==> src/rtl/ssd1331_power_sequencer.sv <==
`timescale 1ns/1ps
// Power-up/power-down sequencer for an SSD1331 OLED panel: drives the supply and
// reset pins, streams the init command list, then forwards user bytes to the SPI transmitter.
module ssd1331_power_sequencer #(
    parameter int PWR_DLY    = 20,
    parameter int RES_CYCLES = 4,
    parameter int VCC_DLY    = 20
) (
    input  logic       i_SCK,
    input  logic       i_RST,
    input  logic       i_TX_VALID,
    input  logic [7:0] i_TX_DATA,
    input  logic       i_TX_DC,
    output logic       o_TX_READY,
    input  logic       i_PWR_DOWN,
    input  logic       i_SPI_CS,
    input  logic       i_SPI_FINAL_TX,
    output logic       o_SPI_START,
    output logic [7:0] o_SPI_DATA,
    output logic       o_SPI_DC,
    output logic       o_PMODEN,
    output logic       o_RES_N,
    output logic       o_VCCEN,
    output logic       o_READY
);

    localparam int PWR_EFF = (PWR_DLY < 1) ? 1 : PWR_DLY;
    localparam int RES_EFF = (RES_CYCLES < 1) ? 1 : RES_CYCLES;
    localparam int VCC_EFF = (VCC_DLY < 1) ? 1 : VCC_DLY;
    // PWR_WAIT starts counting at reset, so its first edge is the one that raises PMODEN.
    localparam logic [23:0] PWR_LIM = 24'(PWR_EFF);
    localparam logic [23:0] RES_LIM = 24'(RES_EFF - 1);
    localparam logic [23:0] VCC_LIM = 24'(VCC_EFF - 1);

    typedef enum logic [3:0] {
        PWR_WAIT, RES_LOW, RES_HIGH, INIT, VCC_WAIT,
        DISP_ON, READY, PD_CMD, PD_VCC, OFF
    } state_t;

    state_t      state_q, state_d;
    logic [23:0] cnt_q, cnt_d;
    logic [4:0]  idx_q, idx_d;
    logic        sent_q, sent_d;
    logic        tx_ok, bus_idle, issue, iss_dc, vccen_d;
    logic [7:0]  iss_data;

    function automatic logic [7:0] init_byte(input logic [3:0] i);
        case (i)
            4'd0:  init_byte = 8'hAE;  4'd1:  init_byte = 8'hA0;
            4'd2:  init_byte = 8'h72;  4'd3:  init_byte = 8'hA1;
            4'd4:  init_byte = 8'h00;  4'd5:  init_byte = 8'hA2;
            4'd6:  init_byte = 8'h00;  4'd7:  init_byte = 8'hA4;
            4'd8:  init_byte = 8'hA8;  4'd9:  init_byte = 8'h3F;
            4'd10: init_byte = 8'hAD;  4'd11: init_byte = 8'h8E;
            4'd12: init_byte = 8'hB0;  4'd13: init_byte = 8'h0B;
            4'd14: init_byte = 8'h87;  default: init_byte = 8'h06;
        endcase
    endfunction

    // Handshake: a user byte transfers on a posedge where i_TX_VALID and o_TX_READY are
    // both high; i_TX_VALID may be held across bytes, o_TX_READY never depends on it.
    assign tx_ok      = (i_SPI_CS | i_SPI_FINAL_TX) & ~o_SPI_START;
    assign bus_idle   = i_SPI_CS & ~o_SPI_START;
    assign o_READY    = (state_q == READY);
    assign o_TX_READY = (state_q == READY) & tx_ok & ~i_PWR_DOWN;

    always_comb begin
        state_d  = state_q;
        cnt_d    = cnt_q;
        idx_d    = idx_q;
        sent_d   = sent_q;
        issue    = 1'b0;
        iss_data = 8'h00;
        iss_dc   = 1'b0;
        case (state_q)
            PWR_WAIT: begin
                if (cnt_q == PWR_LIM) begin
                    state_d = RES_LOW;
                    cnt_d   = '0;
                end else cnt_d = cnt_q + 24'd1;
            end
            RES_LOW: begin
                if (cnt_q == RES_LIM) begin
                    state_d = RES_HIGH;
                    cnt_d   = '0;
                end else cnt_d = cnt_q + 24'd1;
            end
            RES_HIGH: begin
                // The edge that ends a wait also launches the first byte of the next state.
                if (cnt_q == RES_LIM) begin
                    state_d = INIT;
                    cnt_d   = '0;
                    idx_d   = 5'd0;
                    if (tx_ok) begin
                        issue    = 1'b1;
                        iss_data = init_byte(4'd0);
                        idx_d    = 5'd1;
                    end
                end else cnt_d = cnt_q + 24'd1;
            end
            INIT: begin
                if (idx_q[4]) begin
                    if (bus_idle) begin
                        state_d = VCC_WAIT;
                        cnt_d   = '0;
                    end
                end else if (tx_ok) begin
                    issue    = 1'b1;
                    iss_data = init_byte(idx_q[3:0]);
                    idx_d    = idx_q + 5'd1;
                end
            end
            VCC_WAIT: begin
                if (cnt_q == VCC_LIM) begin
                    state_d = DISP_ON;
                    cnt_d   = '0;
                    sent_d  = 1'b0;
                    if (tx_ok) begin
                        issue    = 1'b1;
                        iss_data = 8'hAF;
                        sent_d   = 1'b1;
                    end
                end else cnt_d = cnt_q + 24'd1;
            end
            DISP_ON: begin
                if (sent_q) begin
                    if (bus_idle) state_d = READY;
                end else if (tx_ok) begin
                    issue    = 1'b1;
                    iss_data = 8'hAF;
                    sent_d   = 1'b1;
                end
            end
            READY: begin
                if (i_PWR_DOWN) begin
                    state_d = PD_CMD;
                    sent_d  = 1'b0;
                end else if (i_TX_VALID && tx_ok) begin
                    issue    = 1'b1;
                    iss_data = i_TX_DATA;
                    iss_dc   = i_TX_DC;
                end
            end
            PD_CMD: begin
                if (sent_q) begin
                    if (bus_idle) begin
                        state_d = PD_VCC;
                        cnt_d   = '0;
                    end
                end else if (tx_ok) begin
                    issue    = 1'b1;
                    iss_data = 8'hAE;
                    sent_d   = 1'b1;
                end
            end
            PD_VCC: begin
                if (cnt_q == VCC_LIM) state_d = OFF;
                else cnt_d = cnt_q + 24'd1;
            end
            OFF:     ;
            default: state_d = PWR_WAIT;
        endcase
    end

    assign vccen_d = (state_d == VCC_WAIT) || (state_d == DISP_ON) ||
                     (state_d == READY) || (state_d == PD_CMD);

    always_ff @(posedge i_SCK or posedge i_RST) begin
        if (i_RST) begin
            state_q     <= PWR_WAIT;
            cnt_q       <= '0;
            idx_q       <= '0;
            sent_q      <= 1'b0;
            o_SPI_START <= 1'b0;
            o_SPI_DATA  <= 8'h00;
            o_SPI_DC    <= 1'b0;
            o_PMODEN    <= 1'b0;
            o_RES_N     <= 1'b1;
            o_VCCEN     <= 1'b0;
        end else begin
            state_q     <= state_d;
            cnt_q       <= cnt_d;
            idx_q       <= idx_d;
            sent_q      <= sent_d;
            o_SPI_START <= issue;
            if (issue) begin
                o_SPI_DATA <= iss_data;
                o_SPI_DC   <= iss_dc;
            end
            o_PMODEN <= (state_d != OFF);
            o_RES_N  <= (state_d != RES_LOW);
            o_VCCEN  <= vccen_d;
        end
    end

endmodule

==> config.mk <==
export PLATFORM = sky130hd
export DESIGN_NAME = ssd1331_power_sequencer
export DESIGN_NICKNAME = d
export VERILOG_FILES = /design/src/rtl/ssd1331_power_sequencer.sv
export SDC_FILE = /design/constraint.sdc
export NUM_CORES = 1
export LEC_CHECK = 0
export CORE_UTILIZATION = 50
export CTS_CLUSTER_SIZE = 8
export DETAILED_ROUTE_END_ITERATION = 16
export DONT_BUFFER_PORTS = 1
export SETUP_SLACK_MARGIN = 0.2
export SYNTH_ARGS = -nofsm -noshare
export SYNTH_HDL_FRONTEND = slang
export SYNTH_SLANG_ARGS = --single-unit
==> constraint.sdc <==
create_clock -name i_SCK -period 4.17 [get_ports i_SCK]
set_input_delay 0.6255 -clock i_SCK [delete_from_list [all_inputs] [get_ports i_SCK]]
set_output_delay 0.6255 -clock i_SCK [all_outputs]
set_load 0.05 [all_outputs]
==> flow_summary.toml, run 1 <==
[outcome]
outcome = "finished, final reports clean"

[power]
p_leak_nw = 1.43
power.density_nw_per_um2 = 685
ir_drop_v = 0.000335

[drt]
highest_layer = "met4"
drt-total-wl_mm = 7.15
wl_met2_mm = 3.45
route.met3.wl_um = 314
drc = 0
viasPerCell = 6.12
ant_nets = 0
firstDrtPassIters = 4
drt_iter0_drc = 138
wl_per_cell_um = 16.8
met1Wirelength_mm = 3.30
vias = 2601

[sta]
rsz0062_at_grt = "no"
worst_pin_slew_ns = 1.01
fmax_mhz = 382
max_slew_margin = 0.323
slew_violations = 0
finalHoldViolCount = 0
finalSetupViolCount = 0
finClkSkew_ns = 0.00470
period_needed_ns = 2.62
finalCritPeriodShare = 0.628
setup_tns_ns = 0

[die]
initial_core_util = 0.516
die_w_um = 82.7
die-area_um2 = 6850
die_h_um = 82.7
rows = 29
core_um2 = 6310
ioPinCount = 30

[cts]
numCtsBuffers = 5
cts_resized = 0
cts_setup_buffers = 0
cts.hold.buffers_added = 0
cts.sinks = 47
clk-insertion-delay-late_ns = 0.30
h-tree-depth = 2
root_buffer = "clkbuf_8"
cts_buffer_depth = 2
cts_tree = "done"
path_clk_slew_ns = 0.09

[layout]
antenna_cells = 0
multi_input_area_um2 = 1910
register_area_um2 = 1180
mostFrequentLayoutCell = "dfrtp_1"
final_cell_mix = "dfrtp_1 (46), nor2_1 (35), nand2_1 (26)"
num-nets-final = 370
fin_util = 0.532
layout-drive-gt1-share = 0.103
fill_cells = 602
syn2layout_area_growth_pct = 3.03

[synth]
syn_inst = 360
yosysSeqAreaShare = 0.361
syn_area_um2 = 3260
syn_avg_cell_area_um2 = 9.05
yosys_warnings = 0
synthDistinctLibCells = 61
synth_edf_count = 0
synthArstFlopShare = 1.00
ys_dominant_reg_cell = "dfrtp_1"
ys_seq_elements = 47
syn_nets = 383

[global_route]
grt_pass1_wl_mm = 11.7
gr-total-overflow = 0
antenna_found_initial = 0
grt_max_degree = 48
grt.total_usage = 0.220
grt_pass1_vias = 2424

[worst_setup_path]
reg2reg_to = "cnt_q[9]"
cp-end-kind = "output pin"
worstPathRequired_ns = 3.54
rr_startpoint = "state_q[0]"
cp-start-kind = "flop"
critPathKind = "flop to output pin"
reg2reg_depth = 7
reg2reg_slack_ns = 1.69
crit_fanout = 14
cp.arrival_ns = 1.99

[min_path]
hp-class = "input port to asynchronous set/reset pin"

[placement]
dp_hpwl_mm = 4.91
io_buffers = 0
gp_congestion = 0.786

[job]
max_cap_violations = 0
-- cells in the mapped netlist, types with 4 or more instances --
library cell | instances | area share
o211ai_1 | 6 | 0.014
nand2_1 | 26 | 0.030
nor3_1 | 22 | 0.034
o21ai_0 | 13 | 0.020
a21oi_1 | 11 | 0.017
a221o_1 | 6 | 0.018
nor2b_1 | 7 | 0.013
ha_1 | 8 | 0.031
nor2_1 | 36 | 0.041
buf_2 | 8 | 0.012
nand4_1 | 14 | 0.027
a31oi_1 | 7 | 0.013
nand3_1 | 17 | 0.026
nor4_2 | 7 | 0.027
clkbuf_1 | 7 | 0.0081
buf_4 | 5 | 0.012
nand2b_1 | 6 | 0.012
inv_1 | 13 | 0.015
dfrtp_1 | 46 | 0.35
mux2i_1 | 18 | 0.055
nor4_4 | 4 | 0.026
and3_1 | 9 | 0.017
-- cell families (layout without fill, tap and decap cells) --
kind of cell,Yosys count,count (layout),share of synthesized area
compound gates,76,76,0.167
mux,19,19,0.0622
flops,47,47,0.361
xor+xnor,3,3,0.00806
buf+inv,36,24,0.0572
simple gates,171,171,0.313
fa+ha+maj,8,8,0.0307
-- per-stage QoR --
step	power, W	cells	hold WS, ns	setup slack [ns]	area [um2]
finish	0.00230	425	0.437	1.55	3360
global route	0.00247	425	0.454	1.41	3360
CTS	0.00232	425	0.445	1.54	3360
detailed placement	0.00197	417	0.611	1.72	3250
global placement	0.00196	417	0.593	1.68	3250
floorplan	0.00177	360	0.553	1.35	3260
-- state kept, by name (all words and copies together), names as in the netlist --
| register | cells |
|---|---|
| o_RES_N | 1 |
| idx_q | 5 |
| state_q | 4 |
| cnt_q | 24 |
| o_PMODEN | 1 |
| sent_q | 1 |
| o_SPI_DC | 1 |
| o_SPI_DATA | 8 |
| o_SPI_START | 1 |
| o_VCCEN | 1 |
-- area by class of cell --
class / instances / share of cell area
clock buffers: 7 / 0.0227
inverters: 13 / 0.0145
well taps: 77 / 0.0287
repair buffers: 3 / 0.00671
clock inverters: 1 / 0.00894
flip-flops and latches: 47 / 0.351
multi-input cells: 277 / 0.568
-- worst max-delay path, stage by stage (launching register included) --
cell	delay, ns
dfrtp_1	0.53
nand2b_2	0.31
or3b_4	0.46
nor3_1	0.16
buf_4	0.23
-- metal layers --
layer  up-vias  global-route usage
met5         -                   0
met4         0              0.0586
met2        51               0.381
met1      1236               0.281
li1       1306                   -
met3         8              0.0385
-- worst max-delay path by stage --
stage | cells after the start | to | from
6_report | 4 | o_TX_READY | state_q[3]
5_1_grt | 7 | cnt_q[19] | cnt_q[18]
4_1_cts | 4 | o_TX_READY | state_q[3]
3_5_place_dp | 7 | cnt_q[9] | state_q[0]
3_3_place_gp | 7 | cnt_q[9] | state_q[0]
2_1_floorplan | 3 | o_TX_READY | o_SPI_START
-- power by group --
part / internal (W) / total [W] / switching [W]
Combinational: 0.000447 / 0.00106 / 0.000609
Clock: 0.000180 / 0.000340 / 0.000160
Sequential: 0.000557 / 0.000905 / 0.000348
Total: 0.00118 / 0.00230 / 0.00112
(Power assumes the default switching activity.)
==> inputs of run 2 (changes only) <==
==> constraint.sdc (replaced) <==
create_clock -name i_SCK -period 2.68 [get_ports i_SCK]
set_input_delay 0.402 -clock i_SCK [delete_from_list [all_inputs] [get_ports i_SCK]]
set_output_delay 0.402 -clock i_SCK [all_outputs]
set_load 0.05 [all_outputs]
==> run 2 against run 1 <==
Die area is the same; clock power grew 86%; register-to-register slack lost 1.3 ns; core utilization grew 2.3 points; sequential cell count is the same; clock skew grew 0.0079 ns; highest routed layer unchanged; sequential power grew 49%.
==> flow_summary.toml, run 2 (synthesis gave the netlist of run 1 again) <==
[layout]
num-nets-final = 382
syn2layout_area_growth_pct = 7.52
largest_reg_flops = 24
design_area_um2 = 3500
final_cell_mix = "dfrtp_1 (46), nor2_1 (35), nand2_1 (25)"
layout-drive-gt1-share = 0.147
antenna_cells = 0
top_regs = "cnt_q x24, o_SPI_DATA x8, idx_q x5"
mostFrequentLayoutCell = "dfrtp_1"
top_register = "cnt_q"

[worst_setup_path]
crit_chain = "nand2b_2, or3b_4, inv_1"
crit_path_top_delay_cell = "dfrtp_1"
cp_slowest_stage_delay_ns = 0.65
rr_startpoint = "state_q[2]"
reg2reg_slack_ns = 0.35
crit_fanout = 15
cp-end-kind = "output pin"
worstPathRequired_ns = 2.28
reg2reg_to = "o_SPI_DATA[0]"
cp.arrival_ns = 1.98
cp-start-kind = "flop"
critPathKind = "flop to output pin"
reg2reg_depth = 7

[cts]
cts.hold.buffers_added = 0
numCtsBuffers = 5
cts.sinks = 47
root_buffer = "clkbuf_8"
h-tree-depth = 2
cts_setup_buffers = 0
cts_resized = 0
cts_tree = "done"
path_clk_slew_ns = 0.10
clk-insertion-delay-late_ns = 0.31
cts_buffer_depth = 2

[die]
die-area_um2 = 6850
initial_core_util = 0.516
rows = 29
die_w_um = 82.7
die_h_um = 82.7
ioPinCount = 30
core_um2 = 6310

[sta]
period_needed_ns = 2.38
finalSetupViolCount = 0
fmax_mhz = 420
setup_tns_ns = 0
max_slew_margin = 0.340
finClkSkew_ns = 0.0126
slew_violations = 0
finalHoldViolCount = 0
rsz0062_at_grt = "no"
worst_pin_slew_ns = 0.989
finalCritPeriodShare = 0.889

[drt]
firstDrtPassIters = 4
ant_nets = 0
vias = 2671
wl_per_cell_um = 16.2
drt_iter0_drc = 161
viasPerCell = 6.11
drt-total-wl_mm = 7.09
drc = 0

[placement]
io_buffers = 0
gp_congestion = 0.799
post_dp_cell_area_um2 = 3360
dp_hpwl_mm = 5.06

[global_route]
grt.total_usage = 0.224
grt_max_degree = 48
grt_pass1_wl_mm = 11.7
gr-total-overflow = 0
grt_pass1_vias = 2435
antenna_found_initial = 0

[power]
power.density_nw_per_um2 = 1080
p_leak_nw = 1.51
ir_drop_v = 0.000537

[job]
max_cap_violations = 0

[min_path]
hp-class = "input port to asynchronous set/reset pin"

[outcome]
outcome = "finished, final reports clean"
run 2: layout make-up:
class	instances	area, um2
repair buffers	15	125
well taps	77	96.3
inverters	13	48.8
fillers	592	2810
clock buffers	5	68.8
flip-flops and latches	47	1180
multi-input cells	277	1920
clock inverters	3	67.6
run 2: how the worst max path moves through the flow:
stage,cells after the start,start,end
2_1_floorplan,3,o_SPI_START,o_TX_READY
3_3_place_gp,7,cnt_q[19],cnt_q[14]
3_5_place_dp,7,cnt_q[18],cnt_q[15]
4_1_cts,7,cnt_q[19],cnt_q[14]
5_1_grt,3,state_q[2],o_READY
6_report,3,state_q[2],o_READY
run 2: through the flow:
| step | worst slack (ns) | util | power [W] | hold WS (ns) | instances |
|---|---|---|---|---|---|
| 6_report | 0.298 | 0.555 | 0.00379 | 0.201 | 437 |
| 3_3_place_gp | 0.328 | 0.532 | 0.00315 | 0.541 | 429 |
| 3_5_place_dp | 0.293 | 0.532 | 0.00317 | 0.548 | 429 |
| 5_1_grt | 0.207 | 0.555 | 0.00407 | 0.211 | 437 |
| 4_1_cts | 0.254 | 0.554 | 0.00382 | 0.217 | 437 |
| 2_1_floorplan | 0.511 | - | 0.00276 | 0.535 | 360 |
run 2: power breakdown:
group	total (W)	internal, W	leakage, nW	switching, W
sequential	0.00135	0.000869	0.617	0.000480
combinational	0.00181	0.000782	0.829	0.00103
clock	0.000634	0.000372	0.0644	0.000262
total	0.00379	0.00202	1.51	0.00177
run 2: critical path, delay by kind of cell, from the launching register on:
family,cells,cell delay (ns)
simple gates,2,0.67
flops,1,0.65
buf+inv,1,0.36
run 2: layer usage:
metal	part of all wire	track usage	wire length (um)	vias up
li1	-	-	-	1328
met1	0.46	0.296	3300	1288
met2	0.48	0.377	3430	47
met3	0.039	0.0385	276	8
met4	0.012	0.0569	87	0
met5	0	0	0	-
==> inputs of run 3 (changes only) <==
--- a/config.mk
+++ b/config.mk
@@ -10,6 +10,7 @@
 export DETAILED_ROUTE_END_ITERATION = 16
 export DONT_BUFFER_PORTS = 1
 export SETUP_SLACK_MARGIN = 0.2
+export SKIP_CTS_REPAIR_TIMING = 1
 export SYNTH_ARGS = -nofsm -noshare
 export SYNTH_HDL_FRONTEND = slang
 export SYNTH_SLANG_ARGS = --single-unit
==> constraint.sdc (replaced) <==
create_clock -name i_SCK -period 2.68 [get_ports i_SCK]
set_input_delay 0.268 -clock i_SCK [delete_from_list [all_inputs] [get_ports i_SCK]]
set_output_delay 0.268 -clock i_SCK [all_outputs]
set_load 0.05 [all_outputs]
==> run 3 against run 2 <==
Combinational power is 3% higher; non-clock buffer count is 1 higher; sequential share of layout area is 0.22 points higher; die area stayed put; final cell count stayed put; worst hold slack worse by 0.14 ns; critical path type is now flop to flop; critical endpoint is now o_SPI_DATA[7].
==> flow_summary.toml, run 3 (synthesis gave the netlist of run 1 again) <==
[outcome]
outcome = "finished, final reports clean"

[sta]
finalHoldViolCount = 0
rsz0062_at_grt = "no"
finClkSkew_ns = 0.00404
period_needed_ns = 2.30
worst_pin_slew_ns = 0.995
finalCritPeriodShare = 0.858
max_slew_margin = 0.336
finalSetupViolCount = 0
setup_tns_ns = 0
slew_violations = 0
fmax_mhz = 435

[die]
rows = 29
die_w_um = 82.7
die_h_um = 82.7
ioPinCount = 30
die-area_um2 = 6850
initial_core_util = 0.516
core_um2 = 6310

[worst_setup_path]
critPathKind = "flop to flop"
crit_path_start = "cnt_q[18]"
reg2reg_depth = 6
rr_startpoint = "cnt_q[18]"
reg2reg_slack_ns = 0.38
reg2reg_to = "o_SPI_DATA[7]"
cp.arrival_ns = 2.48
crit_chain = "nor4_1, nand2_2, nor3_1, and3_2, o41ai_4, a2111o_1"
crit_fanout = 10
cp_slowest_stage_delay_ns = 0.45
cp-start-kind = "flop"
crit_end = "o_SPI_DATA[7]"
worstPathRequired_ns = 2.86
crit_path_top_delay_cell = "dfrtp_1"
cp-end-kind = "flop"

[layout]
antenna_cells = 0
num-nets-final = 383
syn2layout_area_growth_pct = 6.95
largest_reg_flops = 24
mostFrequentLayoutCell = "dfrtp_1"
top_register = "cnt_q"
top_regs = "cnt_q x24, o_SPI_DATA x8, idx_q x5"
multi_input_area_um2 = 1910
layout-drive-gt1-share = 0.144
final_cell_mix = "dfrtp_1 (45), nor2_1 (35), nand2_1 (25)"
fin_util = 0.552
register_area_um2 = 1180
fill_cells = 596

[placement]
dp_hpwl_mm = 5.08
io_buffers = 0
gp_congestion = 0.841

[cts]
h-tree-depth = 2
cts.sinks = 47
cts_buffer_depth = 2
cts_tree = "done"
numCtsBuffers = 5
root_buffer = "clkbuf_8"
clk-insertion-delay-late_ns = 0.30
path_clk_slew_ns = 0.08

[global_route]
grt.total_usage = 0.222
grt_pass1_vias = 2564
gr-total-overflow = 0
antenna_found_initial = 0
grt_pass1_wl_mm = 11.7
grt_max_degree = 48

[drt]
vias = 2690
drt_iter0_drc = 134
drc = 0
wl_per_cell_um = 16.3
firstDrtPassIters = 4
drt-total-wl_mm = 7.13
ant_nets = 0
viasPerCell = 6.16

[power]
ir_drop_v = 0.000663
p_leak_nw = 1.50
power.density_nw_per_um2 = 1070

[job]
max_cap_violations = 0

[min_path]
hp-class = "input port to asynchronous set/reset pin"
run 3: worst min-delay path by stage:
| stage | from | to | slack, ns | depth (start not counted) |
|---|---|---|---|---|
| after detailed placement | i_TX_DC | o_SPI_DC | 0.41 | 1 |
| after CTS | i_TX_DC | o_SPI_DC | 0.09 | 1 |
| final | i_RST | cnt_q[8] | 0.07 | 1 |
| after global routing | i_TX_DC | o_SPI_DC | 0.1 | 1 |
| after global placement | i_TX_DC | o_SPI_DC | 0.41 | 1 |
| after floorplan | i_TX_DC | o_SPI_DC | 0.40 | 1 |
run 3: area by class of cell:
| cell class | instances | share of cell area |
|---|---|---|
| clock inverter | 1 | 0.00861 |
| sequential | 47 | 0.338 |
| inverter | 13 | 0.0140 |
| timing repair buffer | 16 | 0.0416 |
| clock buffer | 6 | 0.0208 |
| tap | 77 | 0.0276 |
| multi-input combinational | 277 | 0.549 |
run 3: where the power goes:
part	switching [W]	total, W	internal (W)
Clock	0.000235	0.000508	0.000274
Combinational	0.00104	0.00187	0.000829
Sequential	0.000467	0.00134	0.000870
Total	0.00175	0.00372	0.00197
run 3: through the flow:
step / area, um2 / hold WS, ns / instances / power (W) / setup slack (ns)
finish: 3490 / 0.0655 / 437 / 0.00372 / 0.380
global placement: 3370 / 0.405 / 430 / 0.00320 / 0.279
global route: 3490 / 0.0970 / 437 / 0.00401 / 0.202
CTS: 3480 / 0.0943 / 437 / 0.00375 / 0.246
floorplan: 3260 / 0.401 / 360 / 0.00276 / 0.221
detailed placement: 3370 / 0.408 / 430 / 0.00323 / 0.274
run 3: critical path: cells and delay by family (launching register included):
family | cells | cell delay (ns)
AO/OA/AOI/OAI | 2 | 0.58
flip-flops | 1 | 0.45
AND/OR/NAND/NOR | 4 | 1.16
run 3: routing by layer:
layer,track usage,vias to the layer above,wire length (um)
li1,-,1329,-
met1,0.267,1303,3240
met2,0.400,52,3580
met3,0.0451,6,249
met4,0.0603,0,63
met5,0,-,0
==> RTL change: new RTL, settings of run 2 <==
Re-encode `state_t` (10 states) as Gray code, 4 bits wide.
--- a/src/rtl/ssd1331_power_sequencer.sv
+++ b/src/rtl/ssd1331_power_sequencer.sv
@@ -34,6 +34,6 @@
 
     typedef enum logic [3:0] {
-        PWR_WAIT, RES_LOW, RES_HIGH, INIT, VCC_WAIT,
-        DISP_ON, READY, PD_CMD, PD_VCC, OFF
+        PWR_WAIT = 4'b0000, RES_LOW = 4'b0001, RES_HIGH = 4'b0011, INIT = 4'b0010, VCC_WAIT = 4'b0110,
+        DISP_ON = 4'b0111, READY = 4'b0101, PD_CMD = 4'b0100, PD_VCC = 4'b1100, OFF = 4'b1101
     } state_t;
 
Behaviour: same outputs for any inputs over 10 cycles, from zero or initial values and one cycle with i_RST high; not proved beyond that.
==> RTL change against run 2 <==
  * The run now ends with negative hold slack left
  * Setup slack improved by 41 ps
  * Wire length is 2.1% higher
  * Sequential cell count unchanged
  * Synthesized area down 8.0%
  * Final area decreased by 5.5%
Power is not compared: it rests on default switching activity, and its combinational part moved more than twofold at a synthesized area within 25%.
==> RTL change: results (changes against run 2) <==
timing:
  finalHoldViolCount: 1  # +1
  timing.hold.ws_ps: -0.3434  # -201.3 ps
  slew_headroom_pct: 65.67  # +32 points
  skew_ps: 6.544  # -6.076 ps
drt:
  wl_per_cell_um: 16.89  # +4.0%
  drt_iter0_markers: 183  # +14%
  via_per_inst: 6.240  # +2.1%
  dr.max_layer_used: "met4"
  firstDrtPassIters: 5  # +1
  drt-total-wl_um: 7244  # +2.1%
  wl_met2_um: 3282  # -4.4%
  wl_met3_um: 226  # -18%
  wl_met1_um: 3632  # +10%
yosys:
  synth_nets: 370  # -3.4%
  yosys-top-cells-area: "dfrtp_1 (38%), nor2_1 (5.0%), nand2_1 (4.6%)"
  seq_area_frac_synth_pct: 39.26  # +3.1 points
  synth_common_cells: "dfrtp_1 (46), nor2_1 (40), nand2_1 (37), o21ai_0 (26), nand3_1 (19)"
  ys_types: 55  # -9.8%
  avgSynthCellArea_um2: 8.643  # -4.5%
  synthCells: 347  # -3.6%
cells_and_area:
  multi_input_area_um2: 1759  # -8.4%
  multi_input_cells: 275  # -0.72%
  nClkBuffers: 6  # +1
  clk_share_pct: 3.553  # -0.34 points
  nonClkBufAreaFrac_pct: 3.855  # +0.28 points
  nNonClkBuffers: 17  # +2
  finalNetCount: 379  # -0.79%
  seqCellArea_um2: 1179  # +0.11%
  nonClockInverterCount: 10  # -3
  postLayoutCoreUtil_pct: 58.68  # +3.2 points
  drive_above_1_share_pct: 13.17  # -1.6 points
  num-fill-cells: 510  # -14%
grt:
  grtUsageTotal_pct: 24.87  # +2.4 points
  grt_use_met1_pct: 35.62  # +6.0 points
  grtUsageMet2_pct: 38.29  # +0.59 points
  grt_pass1_wl_um: 12250  # +5.0%
  use_met3_pct: 4.114  # +0.27 points
  grt_pass1_vias: 2467  # +1.3%
  grt_max_degree: 25  # -48%
min_path:
  holdCritPathClass: "primary input to asynchronous set/reset pin"
placement:
  globalplace.congestion: 0.8519  # +6.7%
  hpwlAfterDp_um: 5182  # +2.3%
  placedCellCount: 421  # -1.9%
  dp_slack_ps: 259.2  # -33.82 ps
  place_area_um2: 3187  # -5.1%
clock_tree:
  htreeDepth: 2  # unchanged
  clk_pin_slew_worst_paths_ps: 90
worst_setup_path:
  crit_fanout: 8  # -7
  cp.arrival_ps: 2540  # +560 ps
outcome:
  status: "finished with violations"
  violations: "negative hold slack"
[RTL change: cell types whose count changed after synthesis, moves of 5 or more]
cell,run 2,this run
mux2i_1,18,1
o21ai_0,13,26
nor3_1,22,10
nand2_1,26,37
a22o_1,3,12
a221oi_1,0,7
nand4_1,14,7
nor4_2,7,1
a21o_1,3,8
and3_1,9,4
buf_4,5,0
nor4_1,3,8
o211ai_1,6,1
[RTL change: worst paths after layout]
kind	start	to	slack, ps
max in group asynchronous	i_RST	o_RES_N$_DFF_PP1_	1920
worst max-delay path	cnt_q[16]$_DFFE_PP0P_	cnt_q[5]$_DFFE_PP0P_	340
worst min register to register	cnt_q[23]$_DFFE_PP0P_	cnt_q[23]$_DFFE_PP0P_	550
worst max register to register	cnt_q[16]$_DFFE_PP0P_	cnt_q[5]$_DFFE_PP0P_	340
worst min-delay path	i_RST	idx_q[2]$_DFFE_PP0P_	-0.3
min in group i_SCK	i_TX_DATA[7]	o_SPI_DATA[7]$_DFFE_PP0P_	230
[RTL change: power groups by stage]
stage                     Clock (uW)  Combinational [uW]  Sequential [uW]
after global placement             0                41.9              752
after floorplan                    0                34.2              749
after detailed placement           0                42.3              752
after global routing             595                48.8              739
after CTS                        565                42.4              738
final                            559                40.6              738
[RTL change: worst max-delay path, stage by stage (launching register included)]
cell,delay [ps]
dfrtp_1,420
nor4_1,350
nand3_1,340
nor2_2,360
a21o_1,220
buf_4,170
nor3_1,60
a221o_1,310
[RTL change: logic make-up after synthesis]
kind of cell	Yosys count	share of synthesized area [%]
buffers and inverters	25	3.421
adders and majority gates	8	3.338
and+or+nand+nor	165	28.08
AOI/OAI and AO/OA	96	23.03
DFF	47	39.26
muxes	5	2.586
xor gates and xnor gates	1	0.2921
